`src/rtl/onehot_pulse_decoder.sv`:
```
// rtl/onehot_pulse_decoder.sv - 4-to-16 one-hot pulse decoder with handshake, pulse and gap timing
// Optional even-parity check on the input code: DECODER_PARITY_EN
module onehot_pulse_decoder #(
    parameter int PULSE_LEN = 4,
    parameter int GAP_LEN   = 1
) (
    input  logic        clk,
    input  logic        reset_n,
    input  logic        enable,
    input  logic [3:0]  binary_in,
    input  logic        in_valid,
`ifdef DECODER_PARITY_EN
    input  logic        binary_par,
    output logic        par_err,
`endif
    output logic        in_ready,
    output logic [15:0] decoder_out,
    output logic        out_active,
    output logic        busy,
    output logic        done
);

    typedef enum logic [1:0] {
        S_IDLE  = 2'd0,
        S_DRIVE = 2'd1,
        S_GAP   = 2'd2
    } state_t;

    localparam logic [7:0] PULSE_LOAD = 8'(PULSE_LEN - 1);
    localparam logic [7:0] GAP_LOAD   = (GAP_LEN == 0) ? 8'd0 : 8'(GAP_LEN - 1);

    state_t      state_q, state_d;
    logic [7:0]  cnt_q, cnt_d;
    logic [15:0] dec_q, dec_d;
    logic        done_q, done_d;
    logic        busy_q, busy_d;
    logic        active_q, active_d;
    logic        accept;
    logic        par_bad;
    logic        accept_ok;

    assign in_ready  = (state_q == S_IDLE) && enable && reset_n;
    assign accept    = in_valid && in_ready;
    assign accept_ok = accept && !par_bad;

`ifdef DECODER_PARITY_EN
    logic par_err_q, par_err_d;

    assign par_bad   = ^{binary_in, binary_par};
    assign par_err_d = accept && par_bad;
    assign par_err   = par_err_q;

    always_ff @(posedge clk) begin
        if (!reset_n) begin
            par_err_q <= 1'b0;
        end else begin
            par_err_q <= par_err_d;
        end
    end
`else
    assign par_bad = 1'b0;
`endif

    always_ff @(posedge clk) begin
        if (!reset_n) begin
            state_q <= S_IDLE;
            cnt_q   <= 8'd0;
        end else begin
            state_q <= state_d;
            cnt_q   <= cnt_d;
        end
    end

    always_comb begin
        state_d = state_q;
        cnt_d   = cnt_q;
        case (state_q)
            S_IDLE: begin
                if (accept_ok) begin
                    state_d = S_DRIVE;
                    cnt_d   = PULSE_LOAD;
                end
            end
            S_DRIVE: begin
                if (!enable) begin
                    state_d = S_IDLE;
                    cnt_d   = 8'd0;
                end else if (cnt_q == 8'd0) begin
                    if (GAP_LEN == 0) begin
                        state_d = S_IDLE;
                        cnt_d   = 8'd0;
                    end else begin
                        state_d = S_GAP;
                        cnt_d   = GAP_LOAD;
                    end
                end else begin
                    cnt_d = cnt_q - 8'd1;
                end
            end
            S_GAP: begin
                if (!enable || cnt_q == 8'd0) begin
                    state_d = S_IDLE;
                    cnt_d   = 8'd0;
                end else begin
                    cnt_d = cnt_q - 8'd1;
                end
            end
            default: begin
                state_d = S_IDLE;
                cnt_d   = 8'd0;
            end
        endcase
    end

    // Output registers are loaded one edge early so they line up with the state they describe.
    always_comb begin
        dec_d  = 16'h0000;
        done_d = 1'b0;
        case (state_q)
            S_IDLE: begin
                if (accept_ok) begin
                    dec_d  = 16'h0001 << binary_in;
                    done_d = (PULSE_LOAD == 8'd0);
                end
            end
            S_DRIVE: begin
                if (enable && cnt_q != 8'd0) begin
                    dec_d  = dec_q;
                    done_d = (cnt_q == 8'd1);
                end
            end
            default: begin
                dec_d  = 16'h0000;
                done_d = 1'b0;
            end
        endcase
        busy_d   = (state_d != S_IDLE);
        active_d = |dec_d;
    end

    always_ff @(posedge clk) begin
        if (!reset_n) begin
            dec_q    <= 16'h0000;
            done_q   <= 1'b0;
            busy_q   <= 1'b0;
            active_q <= 1'b0;
        end else begin
            dec_q    <= dec_d;
            done_q   <= done_d;
            busy_q   <= busy_d;
            active_q <= active_d;
        end
    end

    assign decoder_out = dec_q;
    assign done        = done_q;
    assign busy        = busy_q;
    assign out_active  = active_q;

endmodule

```
`config.mk`:
```
export PLATFORM = sky130hd
export DESIGN_NAME = onehot_pulse_decoder
export DESIGN_NICKNAME = d
export VERILOG_FILES = /design/src/rtl/onehot_pulse_decoder.sv
export SDC_FILE = /design/constraint.sdc
export NUM_CORES = 1
export LEC_CHECK = 0
export BUFFER_PORTS_ARGS = -buffer_cell sky130_fd_sc_hd__buf_4
export CAP_MARGIN = 5
export CORE_AREA = 2 2 48 61
export DETAILED_ROUTE_END_ITERATION = 10
export DIE_AREA = 0 0 50 63
export GPL_TIMING_DRIVEN = 0
export PLACE_DENSITY = 0.75
export SLEW_MARGIN = 30
export SYNTH_ARGS = -nofsm -noshare
export SYNTH_HDL_FRONTEND = slang
export SYNTH_SLANG_ARGS = --single-unit
```
`constraint.sdc`:
```
create_clock -name clk -period 2.88 [get_ports clk]
set_clock_uncertainty 0.15 [all_clocks]
set_input_delay 0.864 -clock clk [delete_from_list [all_inputs] [get_ports clk]]
set_output_delay 0.864 -clock clk [all_outputs]
set_load 0.1 [all_outputs]
```
==> key figures, run 1 <==
Die
  • Cell Rows: 21
  • Die W: approximately 50 um
  • Num ports: 28
  • Die ar.: 3150 sq um
  • Die height: 63 um
  • Core ar.: 2600 sq um
  • Starting Density: a little over half

Routing
  • Via count: approximately 1.2k
  • Vias per cell: approximately 5.7
  • Initial DRC Count: 28
  • Drt drc: 0
  • Final wirelength: 3090 um
  • WL per Instance: 14.4 um
  • Pre-Repair DR Iteration Count: 4
  • Post-DRT Antenna Nets: 0

Worst hold path
  • Worst Hold Depth: 2
  • Min-delay src: decoder_out[13]
  • Hold Crit Endpoint: decoder_out[13]
  • Worst Hold Class: flip-flop to flip-flop

Global routing
  • Vias in the first global route: 1144
  • Overflow after GRT: 0
  • Grt met1 use: between 20% and 30%
  • First-pass GRT wire length: 5200 um
  • Top Usage Layer GRT: met2
  • M3 GR Usage: under 10%
  • Met2 GRT Util: 35.9%
  • Antenna violations before repair: 0
  • Largest net degree at the start of global routing: 11
  • Total track usage: 21.9%

Finish
  • Final nets: 192
  • Syn-to-layout area delta: 21.5%
  • Layout cells sized above 1: around 25%
  • ANT cells: 0
  • Final instance area: 1700 sq um

Clocking
  • CTS tree: yes
  • TritonCTS buffer count: 5
  • Clock transition at the registers of the reported paths: around 0.08 ns
  • Max Root-Sink Buffers: 2
  • H-Tree Depth: 2
  • Hold buffers post-CTS: 0
  • Worst-skew pair later-pin latency: 0.32 ns
  • Post-CTS Setup Inserts: 0
  • Root Buffer: clkbuf_4
  • # clock sinks: 29
  • CTS resizes: 0

Place
  • Pre-CTS WS: 0.277 ns
  • Placed Area: 1640 sq um
  • RD Place Congestion: slightly above 0.8
  • HPWL after DPL: 2330 um
  • Port Buf Inserts: 26

Timing
  • Setup TNS: 0 ns
  • Endpoints failing setup: 0
  • Final period util: between 90% and 100%
  • Post-route worst hold slack: 0.349 ns
  • RSZ-0062 raised after global routing: false
  • Time the worst path needs with I/O delays and setup: ~2.6 ns
  • Worst-Margin Slew: 0.563 ns
  • Final setup margin: 0.247 ns
  • Slew Viols, Final: 0
  • Max transition margin: 62.4%
  • F_max: 380 MHz
  • Final Hold Fails: 0

Setup path
  • Crit start category: flip-flop
  • Reg2Reg Launch Point: cnt_q[0]
  • Critical path's top delay family: buffers and inverters
  • CP most frequent cell: buf_2
  • CP endpoint kind: output port
  • Crit-path cells: buf_2 > or2_1 > buf_2 > nor2_4 > buf_4
  • Worst EP arrival: 1.62 ns
  • Worst R2R End: decoder_out[0]
  • Crit-path max FO: 9
  • Required time of the critical path: 1.87 ns
  • R2r setup slk: 0.76 ns
  • WS Path Type: flip-flop to output port
  • Critical-path top delay cell: dfxtp_1
  • Reg2reg path depth: 7
  • Buf/Inv on CP: 3
  • Crit-path max cell delay: 0.30 ns

Power and ir drop
  • Cell area power density: 480 nW/um^2
  • Pint: 0.579 mW
  • Comb pwr share: 17.3%
  • Switching power: about 0.24 mW
  • Clock Power Share: 30.6%
  • Worst vdd ir: 0.317 mV
  • Sw frac: 28.9%
  • Pleak: roughly 0.64 nW
  • Reg power frac: between 50% and 60%

Yosys
  • Ys flop type: dfxtp_1
  • Ranking of synthesized cells by area: dfxtp_1, nor2b_1, a22oi_1
  • Post-synth top area cell: dfxtp_1
  • Post-Synthesis Net Count: between 150 and 200
  • Netlist cell types: 36
  • Seq cells post-synth: 29
  • Post-synth top area share: about two fifths
  • Yosys warns: 0
  • Post-synthesis async set-or-reset flop share: 0%
  • EDFF count, synth: 0
  • Cell area after synthesis: around 1400 sq um
  • Synth top cells by count: dfxtp_1, nor2b_1, a22oi_1
  • Post-synthesis sequential area ratio: 41.6%
  • Synthesized area per cell: 9.43 sq um
  • Most common cell in the netlist: dfxtp_1
  • Cells after Synth: 148

Outcome
  • Status: finished, final reports clean

Flow run
  • Max-cap check violation count: 0
==> final cells by class <==
type | count | area (sq um)
clock buffer | 7 | 55.1
timing repair buffer | 26 | 195
inverter | 5 | 18.8
multi-input combinational | 107 | 766
fill | 228 | 905
buffer | 7 | 38.8
tap | 34 | 42.5
sequential | 29 | 581
==> power groups by stage <==
stage	clock, mW	sequential [mW]	combinational (mW)
2_1_floorplan	0	0.445	0.0924
3_3_place_gp	0	0.434	0.137
3_5_place_dp	0	0.434	0.139
4_1_cts	0.261	0.425	0.140
5_1_grt	0.272	0.427	0.151
6_report	0.249	0.425	0.141
==> stage by stage <==
stage | instances | total power [mW] | util (%)
after floorplan | 148 | 0.538 | -
final | 215 | 0.814 | 65.2
after CTS | 215 | 0.827 | 65.2
after global routing | 215 | 0.850 | 65.2
after global placement | 208 | 0.571 | 63.1
after detailed placement | 208 | 0.574 | 63.1
==> state kept, by name (all words and copies together) (netlist names) <==
| register | flops |
|---|---|
| state_q | 2 |
| busy | 1 |
| decoder_out | 16 |
| done | 1 |
| cnt_q | 8 |
| out_active | 1 |
==> cell families (layout without fill, tap and decap cells) <==
logic type                 Yosys count  after routing  synth area share, %
xor gates and xnor gates             6              6                 3.76
buffers and inverters               12             45                 4.12
and+or+nand+nor                     65             65                 31.1
AOI/OAI and AO/OA                   33             33                 16.8
adders and majority gates            3              3                 2.69
DFF                                 29             29                 41.6
==> per-layer routing <==
layer / vias to the layer above / part of all wire [%] / routed length, um
li1: 602 / - / -
met1: 570 / 40 / 1240
met3: 12 / 4.6 / 142
met4: 0 / 3.4 / 104
met5: - / 0 / 0
met2: 40 / 52 / 1600
==> worst max path at each step <==
stage,from,endpoint,cells past startpoint
after global placement,reset_n,in_ready,4
after detailed placement,reset_n,in_ready,4
after floorplan,reset_n,in_ready,3
final,state_q[1],in_ready,5
after global routing,state_q[1],in_ready,5
after CTS,state_q[1],in_ready,5
==> cells in the final DEF, fill, tap and decap left out, types with 3 or more instances in the layout <==
master	n
nand3_1	3
a22oi_1	12
clkbuf_4	5
nor4_4	3
clkbuf_1	3
inv_1	5
a21oi_1	5
buf_4	26
o21ai_0	3
nor2b_1	16
nor3_1	3
a21boi_0	5
xor2_1	4
nand2_1	10
ha_1	3
buf_2	4
dfxtp_1	29
nor2_1	8
nand4_1	6
nor4_1	5
==> tightest hold or removal path: cells and delay by family, from the launching register on <==
family | cells | cell delay, ns
AOI/OAI and AO/OA | 1 | 0.06
DFF | 1 | 0.33
and+or+nand+nor | 1 | 0.06
Power figures use the tool's default switching activity.
==> inputs of run 2 (changes only) <==
--- a/config.mk
+++ b/config.mk
@@ -12,6 +12,7 @@
 export DIE_AREA = 0 0 50 63
 export GPL_TIMING_DRIVEN = 0
 export PLACE_DENSITY = 0.75
+export REMOVE_ABC_BUFFERS = 1
 export SLEW_MARGIN = 30
 export SYNTH_ARGS = -nofsm -noshare
 export SYNTH_HDL_FRONTEND = slang
==> run 2 against run 1 <==
Effect of this change:
- critical path depth decreased by 1
- fmax decreased by 1.9%
- combinational power decreased by 4%
- largest power group unchanged
- via count decreased by 4.8%
- sequential cell count unchanged
- count of clock-buffer cells in the layout unchanged
- register-to-register slack improved by 0.03 ns
- total power decreased by 1.1%
- global-route usage decreased by 1.2 points
- clock power decreased by 2%
- hold slack got worse by 0.015 ns
==> key figures, run 2 (synthesized netlist as in run 1, its figures left out) <==
Outcome
  • Status: finished, final reports clean

Clocking
  • Root Buffer: clkbuf_4
  • H-Tree Depth: 2 (unchanged)
  • Hold buffers post-CTS: 0 (unchanged)
  • Worst-skew pair later-pin latency: 0.32 ns (about the same)
  • TritonCTS buffer count: 5 (unchanged)
  • Post-CTS Setup Inserts: 0 (unchanged)
  • CTS resizes: 0 (unchanged)
  • Max Root-Sink Buffers: 2 (unchanged)
  • CTS tree: yes
  • Clock transition at the registers of the reported paths: 0.07 ns (about the same)
  • # clock sinks: 29 (unchanged)

Setup path
  • WS Path Type: primary input to output port
  • Worst EP arrival: 1.67 ns (+0.05 ns)
  • Crit start category: primary input
  • Required time of the critical path: 1.87 ns (about the same)
  • CP endpoint kind: output port
  • Crit-path max FO: 27 (+18)

Finish
  • Final Core Density: 63.7% (-1.5 points)
  • Max reg flops: 16 (unchanged)
  • Most common cell after layout, fill and taps aside: dfxtp_1
  • # fillers: 239 (+4.8%)
  • Post-Layout Cell Count: 209 (-2.8%)
  • ANT cells: 0 (unchanged)
  • Layout cells sized above 1: 22.9% (-2.0 points)
  • Final instance area: 1660 sq um (-2.3%)
  • Leading cell types in the layout, fill and taps excluded: dfxtp_1, buf_4, nor2b_1
  • Syn-to-layout area delta: 18.7%
  • Final nets: 186 (-3.1%)

Routing
  • Drt drc: 0 (unchanged)
  • Initial DRC Count: 34 (+21%)
  • Pre-Repair DR Iteration Count: 6 (+2)
  • Via count: 1165 (-4.8%)
  • Vias per cell: 5.57 (-2.1%)
  • Post-DRT Antenna Nets: 0 (unchanged)
  • Final wirelength: 2910 um (-6.0%)
  • WL per Instance: 13.9 um (-3.3%)

Timing
  • F_max: 373 MHz (-1.9%)
  • Endpoints failing setup: 0 (unchanged)
  • Final setup margin: 0.196 ns (-0.0519 ns)
  • Post-route worst hold slack: 0.334 ns (-0.0148 ns)
  • Final Hold Fails: 0 (unchanged)
  • Setup TNS: 0 ns (unchanged)
  • Final period util: 93.2% (+1.8 points)
  • Slew Viols, Final: 0 (unchanged)
  • RSZ-0062 raised after global routing: false
  • Max transition margin: 48.4% (-14 points)
  • Worst-Margin Slew: 0.774 ns (+0.211 ns)
  • Time the worst path needs with I/O delays and setup: 2.68 ns (+0.0519 ns)

Power and ir drop
  • Switching power: 0.229 mW (-2.9%)
  • Sw frac: 28.4% (-0.52 points)
  • Cell area power density: 486 nW/um^2 (+1.2%)
  • Power Total: 0.805 mW (-1.1%)
  • Clock Power Share: 30.3% (-0.3 points)
  • Reg power frac: 52.9% (+0.7 points)
  • Comb pwr share: 16.7% (-0.6 points)
  • Worst vdd ir: 0.355 mV (+12%)
  • Pleak: 0.618 nW (-3.8%)
  • Pint: 0.577 mW (-0.38%)

Die
  • Die W: 50 um (unchanged)
  • Core ar.: 2600 sq um (unchanged)
  • Die ar.: 3150 sq um (unchanged)
  • Starting Density: 53.7% (unchanged)
  • Cell Rows: 21 (unchanged)
  • Num ports: 28 (unchanged)
  • Die height: 63 um (unchanged)

Flow run
  • Max-cap check violation count: 0 (unchanged)

Global routing
  • Overflow after GRT: 0 (unchanged)
  • Total track usage: 20.8% (-1.2 points)
  • First-pass GRT wire length: 4890 um (-5.8%)
  • Largest net degree at the start of global routing: 28 (+17)
  • Vias in the first global route: 1135 (-0.79%)
  • Antenna violations before repair: 0 (unchanged)

Place
  • Placed Area: 1600 sq um (-2.4%)
  • HPWL after DPL: 2170 um (-6.6%)
  • Dpl cells: 202 (-2.9%)
  • Pre-CTS WS: 0.201 ns (-0.0759 ns)
  • Port Buf Inserts: 27 (+3.8%)
  • RD Place Congestion: 0.803 (-2.3%)

Worst hold path
  • Worst Hold Class: flip-flop to flip-flop
[run 2: cell types whose count changed in the layout (fill, tap and decap cells not counted)]
cell	previous run	this run
nor2_4	2	1
clkbuf_1	3	1
buf_4	26	27
nor2_1	8	9
buf_6	1	0
buf_2	4	0
[run 2: power by group through the flow]
stage               logic [mW]  registers [mW]  clock network, mW
finish                   0.135           0.426              0.244
global route             0.149           0.428              0.271
CTS                      0.135           0.427              0.257
detailed placement       0.134           0.436                  0
global placement         0.132           0.435                  0
floorplan               0.0844           0.446                  0
[run 2: area by class of cell]
| class | count | area (sq um) | area share [%] |
|---|---|---|---|
| Clock buffer | 7 | 55.1 | 3.32 |
| Tap cell | 34 | 42.5 | 2.57 |
| Multi-Input combinational cell | 107 | 758 | 45.7 |
| Inverter | 5 | 18.8 | 1.13 |
| Sequential cell | 29 | 581 | 35.0 |
| Timing Repair Buffer | 27 | 203 | 12.2 |
[run 2: routing by layer]
metal	part of all wire, %	up-vias	track usage, %
li1	-	590	-
met1	39	541	21.1
met2	54	28	36.5
met3	5.2	6	7.42
met4	2.0	0	10.1
met5	0	-	0
[run 2: path summary, 6_finish.rpt]
check,start,end,slack [ns],cells past startpoint
worst max-delay path,reset_n,in_ready,0.20,4
worst min register to register,decoder_out[5],decoder_out[5],0.33,2
worst max register to register,cnt_q[0],decoder_out[11],0.79,6
worst min-delay path,decoder_out[5],decoder_out[5],0.33,2
[run 2: worst max-delay path, cell delays in order]
cell	delay [ns]
buf_4	0.23
nand2_1	0.14
nor2_1	0.12
buf_4	0.30
==> inputs of run 3 (changes only) <==
--- a/config.mk
+++ b/config.mk
@@ -11,7 +11,8 @@
 export DETAILED_ROUTE_END_ITERATION = 10
 export DIE_AREA = 0 0 50 63
 export GPL_TIMING_DRIVEN = 0
-export PLACE_DENSITY = 0.75
+export MAX_ROUTING_LAYER = met4
+export PLACE_DENSITY = 0.8
 export REMOVE_ABC_BUFFERS = 1
 export SLEW_MARGIN = 30
 export SYNTH_ARGS = -nofsm -noshare
==> run 3 against run 2 <==
Effect of this change:
- worst setup slack gained 0.013 ns
- via count grew 3.5%
- count of clock-buffer cells in the layout is the same
- global-route usage grew 1.0 points
- first-iteration DRC count grew 15%
- largest cell class unchanged
- core utilization is the same
- sequential power is essentially flat
- combinational power is essentially flat
==> key figures, run 3 (synthesized netlist as in run 1, its figures left out) <==
Global routing
  • Overflow after GRT: 0 (unchanged)
  • Vias in the first global route: 1153 (+1.6%)
  • Total track usage: 21.8% (+1.0 points)
  • Largest net degree at the start of global routing: 28 (unchanged)
  • First-pass GRT wire length: 5130 um (+4.8%)
  • Antenna violations before repair: 0 (unchanged)

Clocking
  • Hold buffers post-CTS: 0 (unchanged)
  • TritonCTS buffer count: 5 (unchanged)
  • CTS tree: yes
  • Clock transition at the registers of the reported paths: 0.09 ns (+0.02 ns)
  • H-Tree Depth: 2 (unchanged)
  • Worst-skew pair later-pin latency: 0.33 ns (about the same)
  • CTS resizes: 0 (unchanged)
  • Max Root-Sink Buffers: 2 (unchanged)
  • Post-CTS Setup Inserts: 0 (unchanged)
  • # clock sinks: 29 (unchanged)
  • Root Buffer: clkbuf_4

Routing
  • Via count: 1206 (+3.5%)
  • Final wirelength: 3110 um (+7.0%)
  • Drt drc: 0 (unchanged)
  • Vias per cell: 5.77 (+3.5%)
  • Initial DRC Count: 39 (+15%)
  • Pre-Repair DR Iteration Count: 4 (-2)
  • WL per Instance: 14.9 um (+7.0%)
  • Post-DRT Antenna Nets: 0 (unchanged)

Setup path
  • CP most frequent cell: buf_4
  • Critical-path top delay cell: buf_4
  • R2r setup slk: 0.72 ns (-0.07 ns)
  • Crit-path cells: buf_4 > nand2_1 > nor2_1 > buf_4
  • WS Path Type: primary input to output port
  • Crit-path max FO: 27 (unchanged)
  • CP endpoint kind: output port
  • Worst EP arrival: 1.66 ns (about the same)
  • Crit start category: primary input
  • Required time of the critical path: 1.87 ns (about the same)
  • Crit-path max cell delay: 0.30 ns (about the same)

Outcome
  • Status: finished, final reports clean

Die
  • Cell Rows: 21 (unchanged)
  • Die height: 63 um (unchanged)
  • Num ports: 28 (unchanged)
  • Die ar.: 3150 sq um (unchanged)
  • Core ar.: 2600 sq um (unchanged)
  • Starting Density: 53.7% (unchanged)
  • Die W: 50 um (unchanged)

Place
  • Dpl cells: 202 (unchanged)
  • HPWL after DPL: 2290 um (+5.5%)
  • Port Buf Inserts: 27 (unchanged)
  • RD Place Congestion: 0.785 (-2.2%)

Power and ir drop
  • Worst vdd ir: 0.290 mV (-18%)
  • Comb pwr share: 16.6% (about the same)
  • Cell area power density: 491 nW/um^2 (+1.0%)
  • Pint: 0.577 mW (about the same)
  • Clock Power Share: 30.9% (+0.6 points)
  • Sw frac: 29.1% (+0.74 points)
  • Switching power: 0.237 mW (+3.7%)
  • Pleak: 0.618 nW (unchanged)
  • Reg power frac: 52.5% (-0.4 points)

Timing
  • Final Hold Fails: 0 (unchanged)
  • Final period util: 92.7% (-0.46 points)
  • Setup TNS: 0 ns (unchanged)
  • Worst-Margin Slew: 0.812 ns (+0.0383 ns)
  • Max transition margin: 45.8% (-2.6 points)
  • Time the worst path needs with I/O delays and setup: 2.67 ns (-0.0133 ns)
  • Slew Viols, Final: 0 (unchanged)
  • RSZ-0062 raised after global routing: false
  • Endpoints failing setup: 0 (unchanged)
  • F_max: 374 MHz (+0.50%)

Finish
  • Post-Layout Cell Count: 209 (unchanged)
  • Layout cells sized above 1: 22.9% (unchanged)
  • ANT cells: 0 (unchanged)
  • Final nets: 186 (unchanged)
  • # fillers: 243 (+1.7%)
  • Max reg flops: 16 (unchanged)
  • Leading cell types in the layout, fill and taps excluded: dfxtp_1, buf_4, nor2b_1
  • Most common cell after layout, fill and taps aside: dfxtp_1
  • Syn-to-layout area delta: 18.7% (unchanged)

Worst hold path
  • Worst Hold Class: flip-flop to flip-flop

Flow run
  • Max-cap check violation count: 0 (unchanged)
-- run 3: layer usage --
metal / share of wire [%] / vias up / global-route usage (%)
met4: 1.5 / 0 / 7.29
met1: 39 / 580 / 22.7
met2: 55 / 29 / 38.3
met3: 4.2 / 6 / 6.46
met5: 0 / - / -
li1: - / 591 / -
-- run 3: stage by stage --
step / cell area [sq um] / setup WS (ns) / power [mW] / hold slack (ns) / util [%]
final: 1660 / 0.209 / 0.814 / 0.342 / 63.7
after global routing: 1660 / 0.113 / 0.848 / 0.365 / 63.7
after detailed placement: 1600 / 0.205 / 0.570 / 0.330 / 61.6
after floorplan: 1360 / -0.336 / 0.531 / 0.330 / -
after CTS: 1660 / 0.200 / 0.816 / 0.345 / 63.7
after global placement: 1600 / 0.222 / 0.566 / 0.322 / 61.6
-- run 3: worst paths after layout --
path | startpoint | to | cells past startpoint
worst max-delay path | reset_n | in_ready | 4
worst min-delay path | decoder_out[13] | decoder_out[13] | 2
worst max register to register | cnt_q[0] | decoder_out[9] | 6
worst min register to register | decoder_out[13] | decoder_out[13] | 2
-- run 3: final cells by class --
class,count,area [sq um],share of cell area (%)
Timing Repair Buffer,27,203,12.2
Multi-Input combinational cell,107,758,45.7
Tap cell,34,42.5,2.57
Sequential cell,29,581,35.0
Inverter,5,18.8,1.13
Clock buffer,7,55.1,3.32
-- run 3: critical path, delay by kind of cell --
family	cells	cell delay (ns)
AND/OR/NAND/NOR	2	0.26
buffers and inverters	2	0.52
-- run 3: power by group through the flow --
stage                     logic, mW  registers, mW  clock network [mW]
after CTS                     0.136          0.427               0.253
final                         0.135          0.427               0.251
after detailed placement      0.134          0.436                   0
after global routing          0.147          0.429               0.272
after floorplan              0.0844          0.446                   0
after global placement        0.130          0.435                   0
